[src/rtl/alu_pkg.sv]
// Shared ALU definitions: opcode constants, datapath widths, arbiter FSM states.
// Latency: n/a (declarations only).
// Backpressure: n/a.
package alu_pkg;

  localparam int ALU_OP_W = 4;
  localparam int DATA_W   = 32;

  localparam logic [ALU_OP_W-1:0] ALU_AND = 4'd0;
  localparam logic [ALU_OP_W-1:0] ALU_OR  = 4'd1;
  localparam logic [ALU_OP_W-1:0] ALU_NOR = 4'd2;
  localparam logic [ALU_OP_W-1:0] ALU_ADD = 4'd3;
  localparam logic [ALU_OP_W-1:0] ALU_SUB = 4'd4;
  localparam logic [ALU_OP_W-1:0] ALU_LUI = 4'd5;
  localparam logic [ALU_OP_W-1:0] ALU_SLL = 4'd6;
  localparam logic [ALU_OP_W-1:0] ALU_SRL = 4'd7;

  typedef enum logic [1:0] {
    ST_IDLE = 2'd0,
    ST_EXEC = 2'd1,
    ST_RESP = 2'd2
  } arb_state_t;

  // Anything above the last defined opcode is not a real ALU operation.
  function automatic logic op_illegal(input logic [ALU_OP_W-1:0] op);
    return op > ALU_SRL;
  endfunction

endpackage

[src/rtl/rr_picker.sv]
// Round-robin selector: first asserted request after rr_last, wrapping around.
// Latency: purely combinational.
// Backpressure: none; grant is all zero when no request is asserted.
module rr_picker #(
  parameter int NUM_REQ = 4,
  parameter int ID_W    = 2
) (
  input  logic [NUM_REQ-1:0] req,
  input  logic [ID_W-1:0]    rr_last,
  output logic [NUM_REQ-1:0] gnt,
  output logic [ID_W-1:0]    idx
);

  logic            found;
  logic [ID_W-1:0] cand;

  // Scan from rr_last+1 around to rr_last itself; the first hit wins.
  always_comb begin
    gnt   = '0;
    idx   = '0;
    found = 1'b0;
    cand  = '0;
    for (int k = 1; k <= NUM_REQ; k++) begin
      cand = ID_W'((int'(rr_last) + k) % NUM_REQ);
      if (!found && req[cand]) begin
        found     = 1'b1;
        gnt[cand] = 1'b1;
        idx       = cand;
      end
    end
  end

endmodule

[src/rtl/alu_arbiter.sv]
// Shares one ALU among NUM_REQ requesters; round-robin grant, one op in flight. Optional macro ALU_ARB_OPCHK_EN adds resp_err.
// Latency: grant edge -> one EXEC cycle -> response registered; 3 cycles minimum per operation.
// Backpressure: req_ready only in IDLE; response held stable while resp_ready is low.
module alu_arbiter
  import alu_pkg::*;
#(
  parameter int NUM_REQ = 4,
  parameter int ID_W    = 2
) (
  input  logic                         clk,
  input  logic                         reset,
  input  logic [NUM_REQ-1:0]           req_valid,
  output logic [NUM_REQ-1:0]           req_ready,
  input  logic [ALU_OP_W*NUM_REQ-1:0]  req_op,
  input  logic [DATA_W*NUM_REQ-1:0]    req_a,
  input  logic [DATA_W*NUM_REQ-1:0]    req_b,
  output logic [ALU_OP_W-1:0]          alu_op,
  output logic [DATA_W-1:0]            alu_a,
  output logic [DATA_W-1:0]            alu_b,
  input  logic [DATA_W-1:0]            alu_result,
  input  logic                         alu_zero,
  output logic                         resp_valid,
  input  logic                         resp_ready,
  output logic [ID_W-1:0]              resp_id,
  output logic [DATA_W-1:0]            resp_result,
`ifdef ALU_ARB_OPCHK_EN
  output logic                         resp_err,
`endif
  output logic                         resp_zero
);

  arb_state_t          state, state_d;
  logic [ID_W-1:0]     rr_last;
  logic [ID_W-1:0]     cur_id;
  logic [ID_W-1:0]     pick_idx;
  logic [NUM_REQ-1:0]  pick_gnt;
  logic                take;

  rr_picker #(
    .NUM_REQ (NUM_REQ),
    .ID_W    (ID_W)
  ) u_pick (
    .req     (req_valid),
    .rr_last (rr_last),
    .gnt     (pick_gnt),
    .idx     (pick_idx)
  );

  assign resp_valid = (state == ST_RESP);

  // Next state and grant; requesters are only offered a slot while idle.
  always_comb begin
    state_d   = state;
    req_ready = '0;
    take      = 1'b0;
    case (state)
      ST_IDLE: begin
        req_ready = pick_gnt;
        if (|pick_gnt) begin
          take    = 1'b1;
          state_d = ST_EXEC;
        end
      end
      ST_EXEC: state_d = ST_EXEC == state ? ST_RESP : state;
      ST_RESP: if (resp_ready) state_d = ST_IDLE;
      default: state_d = ST_IDLE;
    endcase
  end

  // State register.
  always_ff @(posedge clk or posedge reset) begin
    if (reset) state <= ST_IDLE;
    else       state <= state_d;
  end

  // Latch the winner's operands; they drive the ALU and hold until the next grant.
  always_ff @(posedge clk or posedge reset) begin
    if (reset) begin
      alu_op  <= '0;
      alu_a   <= '0;
      alu_b   <= '0;
      cur_id  <= '0;
      rr_last <= ID_W'(NUM_REQ - 1);
    end else if (take) begin
      alu_op  <= req_op[pick_idx*ALU_OP_W +: ALU_OP_W];
      alu_a   <= req_a[pick_idx*DATA_W +: DATA_W];
      alu_b   <= req_b[pick_idx*DATA_W +: DATA_W];
      cur_id  <= pick_idx;
      rr_last <= pick_idx;
    end
  end

  // Capture the ALU output at the end of the execute cycle; stable through RESP.
  always_ff @(posedge clk or posedge reset) begin
    if (reset) begin
      resp_id     <= '0;
      resp_result <= '0;
      resp_zero   <= 1'b0;
`ifdef ALU_ARB_OPCHK_EN
      resp_err    <= 1'b0;
`endif
    end else if (state == ST_EXEC) begin
      resp_id     <= cur_id;
      resp_result <= alu_result;
      resp_zero   <= alu_zero;
`ifdef ALU_ARB_OPCHK_EN
      resp_err    <= op_illegal(alu_op);
`endif
    end
  end

endmodule
[config.mk]
export PLATFORM = sky130hd
export DESIGN_NAME = alu_arbiter
export DESIGN_NICKNAME = d
export VERILOG_FILES = /design/src/rtl/alu_pkg.sv /design/src/rtl/rr_picker.sv /design/src/rtl/alu_arbiter.sv
export SDC_FILE = /design/constraint.sdc
export NUM_CORES = 1
export LEC_CHECK = 0
export ABC_CLOCK_PERIOD_IN_PS = 5200
export CAP_MARGIN = 10
export CORE_AREA = 2 2 161 163
export CTS_BUF_LIST = sky130_fd_sc_hd__clkbuf_16
export DETAILED_ROUTE_END_ITERATION = 8
export DIE_AREA = 0 0 163 165
export PLACE_DENSITY_LB_ADDON = 0.05
export SETUP_SLACK_MARGIN = 0.2
export SLEW_MARGIN = 10
export SYNTH_ARGS = -nofsm -noshare
export SYNTH_HDL_FRONTEND = slang
export SYNTH_HIERARCHICAL = 1
export SYNTH_SLANG_ARGS = --single-unit
[constraint.sdc]
create_clock -name clk -period 5.2 [get_ports clk]
set_clock_uncertainty 0.15 [all_clocks]
set_input_delay 1.3 -clock clk [delete_from_list [all_inputs] [get_ports clk]]
set_output_delay 1.3 -clock clk [all_outputs]
set_load 0.1 [all_outputs]
## Word level (Yosys, flattened, before mapping)

Index checks and enable logic that the tools add are counted.

- Bits of input ports: 312
- Output and inout bits: 108
- Logic and storage cells: 80
- Register bits: 109

- Muxes and demuxes: 34
- Shift operators: 3
- Bitwise operators: 3
- Reductions and logical operators: 13
- $lt $le $gt $ge: 8
- Eq/ne operators: 6
- $add $sub $neg: 4

Operators with widths:

| kind | count |
|---|---|
| variable part select 128 x 8 -> 32 bit | 2 |
| 2-to-1 mux 4 bit | 5 |
| variable part select 16 x 5 -> 4 bit | 1 |
| 2-to-1 mux 2 bit | 7 |
| 2-to-1 mux 1 bit | 13 |
| less-than comparator 2 x 3 -> 1 bit (second input constant) | 4 |
| OR 4 bit | 3 |
| binary-select mux 1 bit (select 2 bit) | 4 |
| demux 1 bit (select 2 bit) | 4 |
| >= comparator 2 x 1 -> 1 bit (second input constant) | 4 |
| logical AND 1 bit | 7 |
| one-hot mux 2 bit (3 select lines) | 1 |
| adder 2 x 1 -> 2 bit (second input constant) | 2 |
| adder 2 bit (second input constant) | 2 |
| != test 2 bit (second input constant) | 2 |
| OR reduction 4 bit | 1 |
| zero test 1 bit | 3 |
| AND reduction 3 bit | 1 |
| equality test 1 x 2 -> 1 bit (first input constant) | 1 |
| equality test 2 x 1 -> 1 bit (second input constant) | 1 |
| equality test 2 bit (second input constant) | 1 |
| zero test 2 bit | 1 |
| != test 2 x 1 -> 1 bit (second input constant) | 1 |

## Depth between registers and ports, before layout

- Depth after elaboration: 16
- Depth in mapped cells: 13
- Gate-level depth less buffers: 9

## By module

The synthesis kept the hierarchy.

Modules (own cells, without submodules):

| module | cells an instance | sequential area each (um^2) | area an instance (um^2) | times used |
|---|---|---|---|---|
| alu_arbiter | 324 | 2730.1 | 5721.7 | 1 |
| rr_picker | 68 | 0.0 | 545.5 | 1 |

## Worst setup path before layout

OpenSTA, ideal clock, no wires.

- Kind: in2out
- Start: input req_valid[3]
- End: output req_ready[0]
- Cell stages on the path: 5
- Data arrival time: 3.147 ns
- Path buffers: 1
- Required time: 3.750 ns
- Slack: 0.603 ns
- Cell sequence: buf_6 > mux4_2 > a211oi_2 > a221o_2 > and2_1

- Cells in the longest elaborated chain, start to end: 13
- Elaborated cells between the ends (all ways): 25
- Those cells by class: mux (16); bitwise (3); reduce/logical (6)

RTL lines:

| what | RTL line | text |
|---|---|---|
| from (decl) | alu_arbiter.sv:12 | `input logic [NUM_REQ-1:0] req_valid,` |
| binary-select mux 1 bit (select 2 bit) | rr_picker.sv:25 | `if (!found && req[cand]) begin` |
| 2-to-1 mux 1 bit (not written as such) | rr_picker.sv:25 |  |
| 2-to-1 mux 1 bit | rr_picker.sv:25 |  |
| zero test 1 bit | rr_picker.sv:25 |  |
| logical AND 1 bit | rr_picker.sv:25 |  |
| 2-to-1 mux 1 bit | rr_picker.sv:25 |  |
| zero test 1 bit | rr_picker.sv:25 |  |
| logical AND 1 bit | rr_picker.sv:25 |  |
| 2-to-1 mux 1 bit | rr_picker.sv:25 |  |
| zero test 1 bit | rr_picker.sv:25 |  |
| logical AND 1 bit | rr_picker.sv:25 |  |
| 2-to-1 mux 4 bit * | rr_picker.sv:25 |  |
| via pick_gnt[0] | alu_arbiter.sv:36 | `logic [NUM_REQ-1:0] pick_gnt;` |
| 2-to-1 mux 4 bit * | alu_arbiter.sv:56 | `case (state)` |
| to (decl) | alu_arbiter.sv:13 | `output logic [NUM_REQ-1:0] req_ready,` |

Mark *: on every way through the listed nets, which the timed path passes. The rest lies on a longest branch. The select of a mux whose other input is x is not followed.

## Final worst setup path

- Start: input req_valid[2]
- End: output req_ready[1]

The elaborated chain is that of the path after synthesis.

==> metrics <==
grt total ovfl 0; DIE WIDTH 163 um; core region area 25040 um2; Fill cells 2262; hold path startpoint alu_a[5]; GPL Wtd Cong 0.8145; gr usage total 0.1681; post-synthesis async set-or-reset flop share 1.000; mean area per synthesized cell 15.99 um2; most common cell after layout, fill and taps aside clkdlybuf4s50_1; io pins 420; Yosys reg bits 109; height of the die 165 um; Slew Limit Headroom 0.2565; Worst Path Required 3.75 ns; Storage cell area 2730 um2; Clock Latency Late Sink 0.35 ns; EDFF count, synth 0; crit path time final 4.877 ns; R2R depth 10; reg2reg start rr_last[0]; share of cells above drive strength 1 0.2734; XOR/XNOR share of the synthesized area 0; Final ANT Viol Nets 0; area of the multi-input gates 3301 um2; maxcap violations 0; top cells by area, synth dfrtp_1, mux4_2, mux2_2; synthesized net count 712; area grow syn2layout 76.92%; Synth cell types 35; CP endpoint kind output port; WL per Instance 20.56 um; CTS tree done; Max FO, Critical Path 11; setup bufs post-CTS 0; Synth Area in Adders 0.01597; Initial Utilization 0.2503; period utilization 0.9378; largest family of logic cells by synthesized area multiplexers; first-pass GRT wire length 33730 um; Routed Wire Length 23250 um; Yosys top cell area share 0.4272; RSZ-0062 raised after global routing false; Starting DRT DRC Count 174; initial antenna violation count 0; internal reg-to-reg setup slack 1.36 ns; CTS Buffer Depth 2; Synth Area in Compound Gates 0.02995; Yosys top cell by area dfrtp_1; # resized after CTS 0; clk root buf clkbuf_16; nets 1116; largest net degree at the start of global routing 70; post-route setup TNS 0 ns; routed vias 5252; H-tree depth 3; WHS Path Cells 1; Syn Std Cell Area 6267 um2; die area 26900 um2; Final setup viols 0; CTS Hold Bufs 0; max-slew violations 0; mux contribution to synthesized area 0.4484; fmax 205.1 MHz; CTS buffer count 9; sequential share of the synthesized area 0.4356; Vias/cell 4.644; WS Path Type in -> out; CP startpoint kind input pin; Crit path arrival time 3.43 ns; most frequent cells in the layout clkdlybuf4s50_1, dfrtp_1, mux2_2, mux4_2, nand2_1; Primary FF master, synth dfrtp_1; Worst Tran Pin Value 1.112 ns; Fin. Hold Viols 0; vias in the first global route 5846; DRT Pass-1 Iters 4; DRC violations left 0; synth warn 6; IO buf count 419; Post-DP HPWL 18880 um; Synth Area in Simple Gates 0.02895; outcome complete, no violations; # diodes 0; Sinks on Clock Net 109; Hold Path Class reg -> reg; hold endpoint alu_a[5]; row count 58; Clock Pin Slew Worst Setup and Hold Paths 0.07 ns; synthesized netlist cell count 392; Crit Reg-Reg Endpoint alu_b[17]; CP startpoint req_valid[2]
-- worst max path at each step --
| stage | to | slack [ns] | depth (start not counted) |
|---|---|---|---|
| after CTS | req_ready[1] | 0.31 | 7 |
| after floorplan | req_ready[0] | 0.60 | 5 |
| after global routing | req_ready[1] | 0.20 | 6 |
| final | req_ready[1] | 0.32 | 7 |
| after global placement | req_ready[0] | 0.43 | 7 |
| after detailed placement | req_ready[1] | 0.32 | 7 |
-- routing by layer --
metal,global-route usage,share of wire
met5,0,0
met4,0.03781,0.013
met3,0.05525,0.091
met2,0.3190,0.55
met1,0.1806,0.35
-- registers in the layout (all words and copies together), names as in the netlist, 2 cells and up --
name and count:
resp_result 32, resp_id 2, alu_a 32, alu_op 4
alu_b 32, rr_last 2, state 2, cur_id 2
-- through the flow --
stage / utilization / instance area [um2] / std cells / hold slack [ns] / worst slack (ns)
3_5_place_dp: 0.4312 / 10800 / 1115 / 0.3403 / 0.3166
2_1_floorplan: - / 6267 / 392 / 0.3267 / 0.6033
5_1_grt: 0.4429 / 11090 / 1131 / 0.3716 / 0.2028
3_3_place_gp: 0.4312 / 10800 / 1115 / 0.3363 / 0.4274
6_report: 0.4429 / 11090 / 1131 / 0.3561 / 0.3234
4_1_cts: 0.4429 / 11090 / 1131 / 0.3602 / 0.3142
-- layout make-up --
cell class,count,share of cell area
Multi-Input combinational cell,244,0.2977
Timing Repair Buffer,427,0.3907
Clock inverter,7,0.005981
Clock buffer,9,0.02031
Inverter,5,0.001918
Sequential cell,109,0.2462
Tap cell,330,0.03724
-- critical path, cell delays in order --
cell	delay, ns
clkdlybuf4s50_1	0.67
or3b_1	0.41
a2111o_1	0.37
nand2_1	0.14
a221o_2	0.17
and2_1	0.18
buf_12	0.19
-- logic make-up (layout without fill, tap and decap cells) --
| group | count (synthesis) | after routing |
|---|---|---|
| AOI/OAI and AO/OA | 23 | 23 |
| muxes | 179 | 179 |
| and+or+nand+nor | 34 | 34 |
| adders and majority gates | 8 | 8 |
| buffers and inverters | 39 | 448 |
| DFF | 109 | 109 |
-- synth_stat cells, drive strengths merged, types with 2 or more instances --
master / count
a221o: 4
a221oi: 2
a22oi: 3
and2: 4
buf: 28
clkbuf: 6
dfrtp: 107
dfstp: 2
ha: 8
inv: 5
mux2: 108
mux4: 70
nand2: 11
nand2b: 2
nor2: 4
nor2b: 4
nor3: 3
o211ai: 2
o21ai: 7
Power is not shown: default switching activity piles up to over one toggle a cycle in this logic, so the estimate is an artifact.
